[config.mk]
export PLATFORM = sky130hd
export DESIGN_NAME = rpn_param_stack
export DESIGN_NICKNAME = d
export VERILOG_FILES = /design/src/rtl/rpn_stack_pkg.sv /design/src/rtl/rpn_param_stack.sv
export SDC_FILE = /design/constraint.sdc
export NUM_CORES = 1
export LEC_CHECK = 0
export CAP_MARGIN = 5
export CELL_PAD_IN_SITES_DETAIL_PLACEMENT = 1
export CELL_PAD_IN_SITES_GLOBAL_PLACEMENT = 2
export CORE_MARGIN = 5
export CORE_UTILIZATION = 32
export CTS_BUF_LIST = sky130_fd_sc_hd__clkbuf_2 sky130_fd_sc_hd__clkbuf_4 sky130_fd_sc_hd__clkbuf_8
export DETAILED_ROUTE_END_ITERATION = 8
export GPL_ROUTABILITY_DRIVEN = 0
export PLACE_DENSITY = 0.93
export SETUP_SLACK_MARGIN = 0.5
export SLEW_MARGIN = 40
export SYNTH_ARGS = -nofsm -noshare
export SYNTH_HDL_FRONTEND = slang
export SYNTH_SLANG_ARGS = --single-unit
[constraint.sdc]
create_clock -name clk -period 4.53 [get_ports clk]
set_clock_uncertainty 0.05 [all_clocks]
set_input_delay 0.906 -clock clk [delete_from_list [all_inputs] [get_ports clk]]
set_output_delay 0.906 -clock clk [all_outputs]
set_load 0.05 [all_outputs]
[src/rtl/rpn_stack_pkg.sv]
// Shared definitions for the parametrised RPN operand stack: count-width helper
// and the operation codes produced by the per-cycle priority decoder.
package rpn_stack_pkg;

   typedef logic [2:0] op_t;

   localparam op_t OP_NONE    = 3'd0;
   localparam op_t OP_CLEAR   = 3'd1;
   localparam op_t OP_REPLACE = 3'd2;
   localparam op_t OP_PUSH    = 3'd3;
   localparam op_t OP_POP     = 3'd4;
   localparam op_t OP_PEEK    = 3'd5;

   // Bits needed to hold every occupancy value 0..depth inclusive.
   function automatic int clog2_depth(input int depth);
      int w;
      w = 1;
      while ((1 << w) <= depth) begin
         w = w + 1;
      end
      return w;
   endfunction

endpackage

[src/rtl/rpn_param_stack.sv]
// Parametrised LIFO operand stack. Entries at index >= count are always zero,
// so the top, next and snapshot views need no masking.
module rpn_param_stack
   import rpn_stack_pkg::*;
#(
   parameter  int DATA_WIDTH  = 4,
   parameter  int STACK_DEPTH = 4,
   localparam int CNT_WIDTH   = clog2_depth(STACK_DEPTH)
) (
   input  logic                              clk,
   input  logic                              rst_n,
   input  logic                              push,
   input  logic                              pop,
   input  logic                              peek,
   input  logic                              clear,
   input  logic [DATA_WIDTH-1:0]             dataIn,
   output logic [DATA_WIDTH-1:0]             dataOut,
   output logic                              out_valid,
   output logic [DATA_WIDTH-1:0]             top,
   output logic [DATA_WIDTH-1:0]             next,
   output logic [CNT_WIDTH-1:0]              count,
   output logic                              empty,
   output logic                              full,
   output logic                              err_ovf,
   output logic                              err_unf,
   output logic [STACK_DEPTH*DATA_WIDTH-1:0] snapshot
);

   logic [DATA_WIDTH-1:0] mem_q [STACK_DEPTH];
   logic [DATA_WIDTH-1:0] mem_d [STACK_DEPTH];
   logic [CNT_WIDTH-1:0]  count_q, count_d;
   logic [DATA_WIDTH-1:0] data_out_q, data_out_d;
   logic                  out_valid_q, out_valid_d;
   logic                  err_ovf_q, err_ovf_d;
   logic                  err_unf_q, err_unf_d;

   op_t                   op;
   logic                  is_empty;
   logic                  is_full;
   logic [DATA_WIDTH-1:0] top_w;
   logic [DATA_WIDTH-1:0] next_w;

   assign is_empty = (count_q == '0);
   assign is_full  = (count_q == CNT_WIDTH'(STACK_DEPTH));

   // Priority decode: clear > replace > push > pop > peek; peek alongside push/pop is dropped.
   always_comb begin
      op = OP_NONE;
      if (clear) begin
         op = OP_CLEAR;
      end else if (push && pop) begin
         op = OP_REPLACE;
      end else if (push) begin
         op = OP_PUSH;
      end else if (pop) begin
         op = OP_POP;
      end else if (peek) begin
         op = OP_PEEK;
      end
   end

   // Select the entries at count-1 and count-2 for the top/next views.
   always_comb begin
      top_w  = '0;
      next_w = '0;
      for (int i = 0; i < STACK_DEPTH; i++) begin
         if (count_q == CNT_WIDTH'(i + 1)) begin
            top_w = mem_q[i];
         end
         if ((i + 2 <= STACK_DEPTH) && (count_q == CNT_WIDTH'(i + 2))) begin
            next_w = mem_q[i];
         end
      end
   end

   // Next-state for storage, occupancy, result register and sticky error flags.
   always_comb begin
      mem_d       = mem_q;
      count_d     = count_q;
      data_out_d  = data_out_q;
      out_valid_d = 1'b0;
      err_ovf_d   = err_ovf_q;
      err_unf_d   = err_unf_q;
      case (op)
         OP_CLEAR: begin
            for (int i = 0; i < STACK_DEPTH; i++) begin
               mem_d[i] = '0;
            end
            count_d   = '0;
            err_ovf_d = 1'b0;
            err_unf_d = 1'b0;
         end
         OP_REPLACE: begin
            if (is_empty) begin
               err_unf_d = 1'b1;
            end else begin
               data_out_d  = top_w;
               out_valid_d = 1'b1;
               for (int i = 0; i < STACK_DEPTH; i++) begin
                  if (count_q == CNT_WIDTH'(i + 1)) begin
                     mem_d[i] = dataIn;
                  end
               end
            end
         end
         OP_PUSH: begin
            if (is_full) begin
               err_ovf_d = 1'b1;
            end else begin
               for (int i = 0; i < STACK_DEPTH; i++) begin
                  if (count_q == CNT_WIDTH'(i)) begin
                     mem_d[i] = dataIn;
                  end
               end
               count_d = count_q + CNT_WIDTH'(1);
            end
         end
         OP_POP: begin
            if (is_empty) begin
               err_unf_d = 1'b1;
            end else begin
               data_out_d  = top_w;
               out_valid_d = 1'b1;
               // Zero the vacated slot so entries above count stay zero.
               for (int i = 0; i < STACK_DEPTH; i++) begin
                  if (count_q == CNT_WIDTH'(i + 1)) begin
                     mem_d[i] = '0;
                  end
               end
               count_d = count_q - CNT_WIDTH'(1);
            end
         end
         OP_PEEK: begin
            if (is_empty) begin
               err_unf_d = 1'b1;
            end else begin
               data_out_d  = top_w;
               out_valid_d = 1'b1;
            end
         end
         default: begin
         end
      endcase
   end

   // State registers; async reset zeroes everything so no partial write survives.
   always_ff @(posedge clk or negedge rst_n) begin
      if (!rst_n) begin
         for (int i = 0; i < STACK_DEPTH; i++) begin
            mem_q[i] <= '0;
         end
         count_q     <= '0;
         data_out_q  <= '0;
         out_valid_q <= 1'b0;
         err_ovf_q   <= 1'b0;
         err_unf_q   <= 1'b0;
      end else begin
         mem_q       <= mem_d;
         count_q     <= count_d;
         data_out_q  <= data_out_d;
         out_valid_q <= out_valid_d;
         err_ovf_q   <= err_ovf_d;
         err_unf_q   <= err_unf_d;
      end
   end

   for (genvar g = 0; g < STACK_DEPTH; g++) begin : g_snap
      assign snapshot[g*DATA_WIDTH +: DATA_WIDTH] = mem_q[g];
   end

   assign dataOut   = data_out_q;
   assign out_valid = out_valid_q;
   assign top       = top_w;
   assign next      = next_w;
   assign count     = count_q;
   assign empty     = is_empty;
   assign full      = is_full;
   assign err_ovf   = err_ovf_q;
   assign err_unf   = err_unf_q;

endmodule

==> results of run 1 <==
-- flip-flops by register name, indices dropped and copies added, names as in the netlist --
register / cells
count: 3
dataOut: 4
err_ovf: 1
err_unf: 1
out_valid: 1
snapshot: 16
-- final timing paths --
kind | startpoint | to | slack (ns) | cells past startpoint
min | dataOut[2] | dataOut[2] | 0.45 | 1
max in group asynchronous | rst_n | snapshot[12] | 3.41 | 2
max reg2reg | count[1] | snapshot[15] | 2.11 | 6
max | count[2] | top[2] | 0.68 | 6
min reg2reg | dataOut[2] | dataOut[2] | 0.45 | 1
min in group asynchronous | rst_n | snapshot[15] | 0.57 | 1
-- final cells by class --
| cell class | instances | area share, % |
|---|---|---|
| multi-input combinational | 114 | 40.1 |
| sequential | 26 | 30.8 |
| timing repair buffer | 46 | 21.2 |
| tap | 67 | 3.97 |
| clock buffer | 3 | 1.95 |
| inverter | 11 | 1.95 |
-- layout by cell type (no fill, tap or decap), types with 2 or more instances in the layout --
| cell | count |
|---|---|
| a222oi_1 | 4 |
| a21o_1 | 5 |
| a22o_1 | 4 |
| clkdlybuf4s50_1 | 43 |
| dfrtp_1 | 26 |
| nand3_1 | 3 |
| a21oi_1 | 11 |
| nand3b_1 | 7 |
| nand2_1 | 5 |
| and2_1 | 4 |
| inv_2 | 2 |
| buf_2 | 2 |
| a221oi_1 | 4 |
| clkbuf_8 | 3 |
| ha_1 | 5 |
| mux2i_1 | 8 |
| nor2b_1 | 5 |
| a31oi_1 | 4 |
| nor2_1 | 17 |
| mux2_4 | 4 |
| o21ai_1 | 2 |
| inv_1 | 9 |
| mux2_1 | 4 |
| nand2b_1 | 4 |
-- layer usage --
layer | vias up | wire length, um | global-route usage [%]
met5 | - | 0 | 0
met3 | 5 | 252 | 3.14
met1 | 696 | 2370 | 22.6
met4 | 0 | 43 | 3.21
li1 | 657 | - | -
met2 | 42 | 2250 | 25.7
-- power groups by stage --
stage	clock (mW)	combinational (mW)	sequential [mW]
global placement	0	0.302	0.272
floorplan	0	0.152	0.329
finish	0.131	0.302	0.269
detailed placement	0	0.302	0.274
global route	0.144	0.321	0.273
CTS	0.136	0.304	0.269
-- through the flow --
stage	util, %	area (sq um)	instances	hold slack (ns)
floorplan	-	1600	163	0.560
global placement	43.4	2080	264	0.420
detailed placement	43.3	2070	264	0.429
CTS	44.2	2110	267	0.450
global route	44.1	2110	267	0.478
finish	44.1	2110	267	0.448
-- worst register-to-register path: cells and delay by family, from the launching register on --
kind | cells | cell delay, ns
fa+ha+maj | 1 | 0.37
buf+inv | 1 | 0.17
flops | 1 | 0.45
simple gates | 2 | 0.53
mux | 1 | 0.33
compound gates | 1 | 0.42
-- what timing repair did --
item / 4_1_cts / 5_1_grt
setup endpoints to repair: 0 / 8
resized for setup: 0 / 2
setup buffers: 0 / 0
-- cells by family after synthesis --
logic type	synth area share, %
AO/OA/AOI/OAI	18.9
XOR/XNOR	0.548
adder cells (fa/ha/maj)	4.69
buffers and inverters	6.57
flip-flops	40.7
multiplexers	11.6
AND/OR/NAND/NOR	17.0
==> out/qor.yml, run 1 <==
sta:
  tns_ns: 0
  worst_slew_pin_slew_ns: 0.633
  fmax_ghz: 0.260
  maxSlewHeadroom_pct: 57.7
  hold_viol: 0
  setup_slack_ns: 0.680
  min_period_ns: 3.85
  final.period_utilization_pct: 85.0
  slew_violations: 0
  finalSetupViolations: 0
  rsz0062_at_grt: "no"
finish:
  syn_to_final_growth_pct: 32.1
  antenna_cells: 0
  ff_latch_area_sq_um: 651
  nets: 218
  nFillCells: 559
  drive_gt1_share_pct: 8.50
  multi_input_area_sq_um: 847
worst_setup_path:
  crit_family: "buffers and inverters"
  critical_path_class: "flop to output port"
  cp_max_fo: 16
  end_kind: "output port"
  critPathBufInv: 2
  cpPeakStageDelay_ns: 0.81
  cp.arrival_ns: 2.89
  worst_ep_required_time_ns: 3.57
  crit_path_start_kind: "flop"
  path_cells: "inv_1, ha_2, nand2b_1, a222oi_1, a21o_1, clkdlybuf4s50_1"
  slowest_stage: "clkdlybuf4s50_1"
synthesis:
  synth_top_area_cell: "dfrtp_1"
  synth_edf_count: 0
  async_flop_share_pct: 100
  synth_common_cells: "dfrtp_1 (26), nor2_1 (17), a21oi_1 (11), inv_1 (9), mux2i_1 (8)"
  synth.most_common_cell: "dfrtp_1"
  yosys_warnings: 0
  synth.top_cell.area_share_pct: 40.7
  syn_avg_cell_area_sq_um: 9.81
  syn-cell-area_sq_mm: 0.00160
  synthCells: 163
  yosysSeqAreaShare_pct: 40.7
  ys_seq_elements: 26
  synth_area_leaders: "dfrtp_1 (41%), mux2i_1 (5.0%), ha_1 (4.7%)"
  synth_ff_type: "dfrtp_1"
  synth_fp_nets: 179
  synth_cell_types: 37
power:
  power.switching_mw: 0.288
  leakage_nw: 0.885
  internal-power_mw: 0.414
  p_clk_share_pct: 18.7
  peakVddDrop_mv: 0.163
  powerDensity_mw_per_mm2: 332
  total_power_mw: 0.702
  p_seq_share_pct: 38.4
  switching_share_pct: 41.1
  combPwrFrac_pct: 42.9
global_route:
  grt_pass1_vias: 1492
  grt_pass1_wl_um: 8050
  antenna_found_initial: 0
  grt_max_degree: 26
  grt-ovfl-total: 0
  grt.total_usage_pct: 16.1
clocking:
  cts_tree: "built"
  worstSkewPairLatency_ns: 0.27
  cts_buffers: 3
  clkTransAtPathRegs_ns: 0.09
  cts_buffer_depth: 2
  cts_root_buf: "clkbuf_8"
  htreeDepth: 1
  cts_sinks: 26
  ctsHoldBuffers: 0
floorplanning:
  initial_core_util_pct: 33.4
  io_pins: 46
  die-height_um: 80.7
  num_rows: 25
  die_area_sq_mm: 0.00651
  core_area_sq_mm: 0.00479
  die_width_um: 80.7
detailed_routing:
  vias: 1400
  wl_per_cell_um: 18.4
  drt-total-wl_um: 4910
  ant_nets: 0
  dr.first_iter.drc_count: 76
  drtPass1Iterations: 5
  drc: 0
  viasPerCell: 5.24
status:
  status: "finished clean"
worst_hold_path:
  hp-class: "flop to flop"
run:
  drv_cap: 0
placed_design:
  hpwlAfterDp_um: 3620
  dp_slack_ns: 0.910
  port_buffers: 45
(Power assumes the default switching activity.)
==> run 2: changes to the inputs <==
--- a/config.mk
+++ b/config.mk
@@ -9,11 +9,11 @@
 export CELL_PAD_IN_SITES_DETAIL_PLACEMENT = 1
 export CELL_PAD_IN_SITES_GLOBAL_PLACEMENT = 2
 export CORE_MARGIN = 5
-export CORE_UTILIZATION = 32
+export CORE_UTILIZATION = 27
 export CTS_BUF_LIST = sky130_fd_sc_hd__clkbuf_2 sky130_fd_sc_hd__clkbuf_4 sky130_fd_sc_hd__clkbuf_8
 export DETAILED_ROUTE_END_ITERATION = 8
 export GPL_ROUTABILITY_DRIVEN = 0
-export PLACE_DENSITY = 0.93
+export PLACE_DENSITY = 0.84
 export SETUP_SLACK_MARGIN = 0.5
 export SLEW_MARGIN = 40
 export SYNTH_ARGS = -nofsm -noshare
==> constraint.sdc (replaced) <==
create_clock -name clk -period 3.1 [get_ports clk]
set_clock_uncertainty 0.05 [all_clocks]
set_input_delay 0.62 -clock clk [delete_from_list [all_inputs] [get_ports clk]]
set_output_delay 0.62 -clock clk [all_outputs]
set_load 0.05 [all_outputs]
==> out/qor.yml, run 2 (same netlist as run 1, synthesis figures left out) <==
status:
  status: "finished clean"
power:
  powerDensity_mw_per_mm2: 492
  leakage_nw: 1.02
  peakVddDrop_mv: 0.224
floorplanning:
  die-height_um: 87.0
  die_width_um: 87.0
  initial_core_util_pct: 27.3
  die_area_sq_mm: 0.00756
  num_rows: 28
  io_pins: 46
  core_area_sq_mm: 0.00585
worst_setup_path:
  worst_ep_required_time_ns: 2.43
  crit_path_start_kind: "flop"
  r2r_start: "count[0]"
  cp_max_fo: 13
  cpPeakStageDelay_ns: 0.42
  crit_start: "count[1]"
  cp.arrival_ns: 1.97
  path_cells: "ha_1, ha_4, nand2b_1, a222oi_1, a21o_2, buf_12"
  critical_path_class: "flop to output port"
  slowest_stage: "dfrtp_2"
  end_kind: "output port"
detailed_routing:
  drtPass1Iterations: 5
  dr.first_iter.drc_count: 125
  vias: 1502
  viasPerCell: 5.14
  wl_per_cell_um: 19.8
  ant_nets: 0
  drc: 0
  drt-total-wl_um: 5780
global_route:
  antenna_found_initial: 0
  grt_pass1_wl_um: 9090
  grt.total_usage_pct: 15.7
  grt_max_degree: 27
  grt-ovfl-total: 0
  grt_pass1_vias: 1633
finish:
  syn_to_final_growth_pct: 58.8
  nets: 234
  mostFrequentLayoutCells: "clkdlybuf4s50_1 (35), dfrtp_1 (23), buf_4 (18), nor2_1 (16), buf_12 (9)"
  nFillCells: 643
  drive_gt1_share_pct: 28.6
  final_common_cell: "clkdlybuf4s50_1"
  largest_register_ff_count: 16
  antenna_cells: 0
clocking:
  cts_root_buf: "clkbuf_8"
  htreeDepth: 1
  ctsHoldBuffers: 0
  worstSkewPairLatency_ns: 0.27
  clkTransAtPathRegs_ns: 0.10
  cts_buffer_depth: 2
  cts_sinks: 26
  cts_tree: "built"
  cts_buffers: 3
sta:
  tns_ns: 0
  finalSetupViolations: 0
  final.period_utilization_pct: 85.2
  min_period_ns: 2.64
  worst_slew_pin_slew_ns: 0.528
  rsz0062_at_grt: "yes"
  hold_viol: 0
  slew_violations: 0
  maxSlewHeadroom_pct: 64.7
  whs_ns: 0.448
  fmax_ghz: 0.379
run:
  drv_cap: 0
placed_design:
  port_buffers: 45
  hpwlAfterDp_um: 4060
worst_hold_path:
  hp-class: "flop to flop"
  hp-start: "dataOut[0]"
run 2: area by class of cell:
type / count / area, sq um / area share, %
Clock buffer: 3 / 41.3 / 1.63
Clock inverter: 1 / 30.0 / 1.18
Inverter: 11 / 45.0 / 1.77
Multi-Input combinational cell: 114 / 1010 / 39.8
Sequential cell: 26 / 654 / 25.8
Tap cell: 75 / 93.8 / 3.69
Timing Repair Buffer: 62 / 666 / 26.2
run 2: report_power, final:
part	internal, mW	switching [mW]
clock network	0.173	0.118
logic	0.230	0.339
registers	0.365	0.0250
run 2: path summary, 6_finish.rpt:
| kind | slack, ns | endpoint | cells after the start |
|---|---|---|---|
| min in group asynchronous | 0.65 | snapshot[15] | 2 |
| min | 0.45 | dataOut[0] | 1 |
| min reg2reg | 0.45 | dataOut[0] | 1 |
| max | 0.46 | top[3] | 6 |
| max reg2reg | 0.91 | snapshot[12] | 7 |
| max in group asynchronous | 2.05 | count[1] | 2 |
run 2: worst max-delay path: cells and delay by family (launching register included):
| family | cells | cell delay (ns) |
|---|---|---|
| AO/OA/AOI/OAI | 2 | 0.52 |
| adder cells (fa/ha/maj) | 2 | 0.46 |
| buffers and inverters | 1 | 0.14 |
| flip-flops | 1 | 0.42 |
| AND/OR/NAND/NOR | 1 | 0.14 |
run 2: layer usage:
layer | wire [um] | part of all wire (%) | global-route usage [%] | up-vias
met5 | 0 | 0 | 0 | -
met4 | 155 | 2.7 | 5.38 | 0
met3 | 280 | 4.8 | 2.18 | 13
met2 | 2810 | 49 | 25.7 | 46
met1 | 2540 | 44 | 21.1 | 751
li1 | - | - | - | 692
run 2: repair_timing:
action / 4_1_cts / 5_1_grt
pin swaps: 1 / 0
setup buffers: 7 / 1
resized for setup: 14 / 0
setup endpoints to repair: 8 / 8
gates cloned: 0 / 0
run 2: metrics by stage:
stage                     worst slack (ns)  instances  power, mW  area [sq um]  util, %
after floorplan                      0.465        163      0.725          1690        -
after global placement               0.478        280      0.904          2320     39.6
after detailed placement             0.455        280      0.909          2320     39.6
after CTS                            0.522        291       1.26          2530     43.3
after global routing                 0.399        292       1.31          2540     43.4
final                                0.460        292       1.25          2540     43.4
==> run 3: changes to the inputs <==
--- a/config.mk
+++ b/config.mk
@@ -5,17 +5,18 @@
 export SDC_FILE = /design/constraint.sdc
 export NUM_CORES = 1
 export LEC_CHECK = 0
+export ABC_AREA = 1
 export CAP_MARGIN = 5
 export CELL_PAD_IN_SITES_DETAIL_PLACEMENT = 1
 export CELL_PAD_IN_SITES_GLOBAL_PLACEMENT = 2
 export CORE_MARGIN = 5
-export CORE_UTILIZATION = 27
+export CORE_UTILIZATION = 24
 export CTS_BUF_LIST = sky130_fd_sc_hd__clkbuf_2 sky130_fd_sc_hd__clkbuf_4 sky130_fd_sc_hd__clkbuf_8
 export DETAILED_ROUTE_END_ITERATION = 8
 export GPL_ROUTABILITY_DRIVEN = 0
-export PLACE_DENSITY = 0.84
+export PLACE_DENSITY = 0.83
 export SETUP_SLACK_MARGIN = 0.5
-export SLEW_MARGIN = 40
+export SLEW_MARGIN = 20
 export SYNTH_ARGS = -nofsm -noshare
 export SYNTH_HDL_FRONTEND = slang
 export SYNTH_SLANG_ARGS = --single-unit
==> out/qor.yml, run 3 <==
detailed_routing:
  ant_nets: 0
  drt-total-wl_um: 5200
  drc: 0
  drtPass1Iterations: 4
  viasPerCell: 4.60
  vias: 1615
  wl_per_cell_um: 14.8
  dr.first_iter.drc_count: 71
global_route:
  grt_max_degree: 27
  grt-ovfl-total: 0
  grt_pass1_vias: 1693
  grt_pass1_wl_um: 8540
  grt.total_usage_pct: 12.6
  antenna_found_initial: 0
worst_setup_path:
  critical_path_class: "flop to output port"
  cpPeakStageDelay_ns: 0.53
  critPathBufInv: 3
  crit_family: "buffers and inverters"
  cp.arrival_ns: 1.83
  cp_max_fo: 6
  worst_ep_required_time_ns: 2.43
  path_cells: "inv_1, ha_2, nand2_4, inv_2, dlygate4sd2_1"
  slowest_stage: "dlygate4sd2_1"
  end_kind: "output port"
  crit_path_start_kind: "flop"
finish:
  antenna_cells: 0
  fin_cells: 351
  final_common_cell: "nand2_1"
  utilization_pct: 35.7
  mostFrequentLayoutCells: "nand2_1 (89), clkdlybuf4s50_1 (35), nand3_1 (23), dfrtp_1 (23), inv_1 (21)"
  nets: 291
  largest_register_ff_count: 16
  drive_gt1_share_pct: 15.3
  syn_to_final_growth_pct: 43.1
clocking:
  worstSkewPairLatency_ns: 0.28
  cts_buffers: 3
  cts_buffer_depth: 2
  clkTransAtPathRegs_ns: 0.10
  cts_tree: "built"
  ctsHoldBuffers: 0
  cts_sinks: 26
  htreeDepth: 1
  cts_root_buf: "clkbuf_8"
power:
  powerDensity_mw_per_mm2: 570
  leakage_nw: 1.17
  peakVddDrop_mv: 0.221
synthesis:
  synth_fp_nets: 242
  synth_top_area_cell: "dfrtp_1"
  yosys_warnings: 0
  synth_common_cells: "nand2_1 (90), dfrtp_1 (26), nand3_1 (23), inv_1 (22), nor2_1 (19)"
  synth_cell_types: 25
  synth_area_leaders: "dfrtp_1 (40%), nand2_1 (21%), nand3_1 (7.1%)"
  syn-cell-area_sq_mm: 0.00161
  ys_seq_elements: 26
  yosysSeqAreaShare_pct: 40.4
  synth.most_common_cell: "nand2_1"
  synthCells: 226
  synth.top_cell.area_share_pct: 40.4
  synth_ff_type: "dfrtp_1"
  async_flop_share_pct: 100
  synth_edf_count: 0
  syn_avg_cell_area_sq_um: 7.13
status:
  status: "finished clean"
worst_hold_path:
  hp-class: "flop to flop"
floorplanning:
  die-height_um: 91.9
  die_area_sq_mm: 0.00845
  num_rows: 29
  initial_core_util_pct: 25.0
  die_width_um: 91.9
  core_area_sq_mm: 0.00646
  io_pins: 46
sta:
  fmax_ghz: 0.400
  slew_violations: 0
  maxSlewHeadroom_pct: 65.5
  hold_viol: 0
  finalSetupViolations: 0
  worst_slew_pin_slew_ns: 0.516
  min_period_ns: 2.50
  final.period_utilization_pct: 80.6
  tns_ns: 0
  rsz0062_at_grt: "no"
placed_design:
  hpwlAfterDp_um: 4170
  port_buffers: 45
  dp.cells: 346
run:
  drv_cap: 0
==> run 3: changes by cell type in the layout (fill, tap and decap cells not counted), moves of 5 or more <==
cell,change
nor2b_1,-5
nand2_1,+84
o21ai_0,+5
buf_12,-5
nand3b_1,-7
mux2i_1,-8
and2_1,-5
inv_1,+14
nand3_1,+20
buf_4,-12
==> run 3: worst reg2reg max path, cell delays in order, from the launching register on <==
cell	delay (ns)
dfrtp_2	0.43
inv_1	0.11
ha_2	0.22
nand2_1	0.14
buf_6	0.17
buf_4	0.16
nor2_8	0.05
nor2_4	0.29
nand2_1	0.18
nand2_1	0.09
nand2_1	0.06
==> run 3: kinds of logic after synthesis <==
family	Yosys count	synth area share (%)
DFF	26	40.4
adders and majority gates	6	4.66
and+or+nand+nor	140	38.1
buffers and inverters	29	7.53
AOI/OAI and AO/OA	25	9.32
==> run 3: report_power, final <==
| group | switching (mW) | internal, mW |
|---|---|---|
| Sequential | 0.0403 | 0.382 |
| Combinational | 0.407 | 0.189 |
| Clock | 0.122 | 0.173 |
| Total | 0.570 | 0.744 |
==> run 3: stage by stage <==
step / setup WS, ns / power (mW) / hold slack (ns) / cell area (sq um)
after floorplan: 0.559 / 0.804 / 0.274 / 1630
after global placement: 0.650 / 1.01 / 0.421 / 2200
after detailed placement: 0.597 / 1.02 / 0.420 / 2200
after CTS: 0.506 / 1.32 / 0.447 / 2280
after global routing: 0.507 / 1.38 / 0.478 / 2310
final: 0.602 / 1.31 / 0.441 / 2310
==> run 3: cell type report <==
class | instances | area [sq um]
clock inverter | 1 | 30.0
multi-input combinational | 171 | 882
fill | 814 | 4150
timing repair buffer | 48 | 500
sequential | 26 | 654
clock buffer | 3 | 41.3
tap | 77 | 96.3
inverter | 25 | 101
==> run 3: worst paths after layout <==
kind                       startpoint     endpoint  cells past startpoint  slack (ns)
setup / recovery             count[0]        empty                      5        0.60
min in group asynchronous       rst_n  snapshot[5]                      2        0.66
max in group asynchronous       rst_n     count[0]                      2        2.06
hold reg to reg            dataOut[3]   dataOut[3]                      2        0.44
hold / removal             dataOut[3]   dataOut[3]                      2        0.44
setup reg to reg             count[0]  snapshot[4]                     10        1.05
==> run 3: repair_timing <==
action / CTS / global route
endpoints found under the setup margin: 10 / 9
hold endpoints to repair: 0 / 0
buffers inserted: 0 / 1
resized for setup: 6 / 12
==> run 3: layer usage <==
metal | vias up | track usage (%) | routed length [um]
li1 | 817 | - | -
met1 | 765 | 15.9 | 2420
met2 | 26 | 22.2 | 2570
met3 | 7 | 1.96 | 151
met4 | 0 | 3.22 | 60
met5 | - | 0 | 0
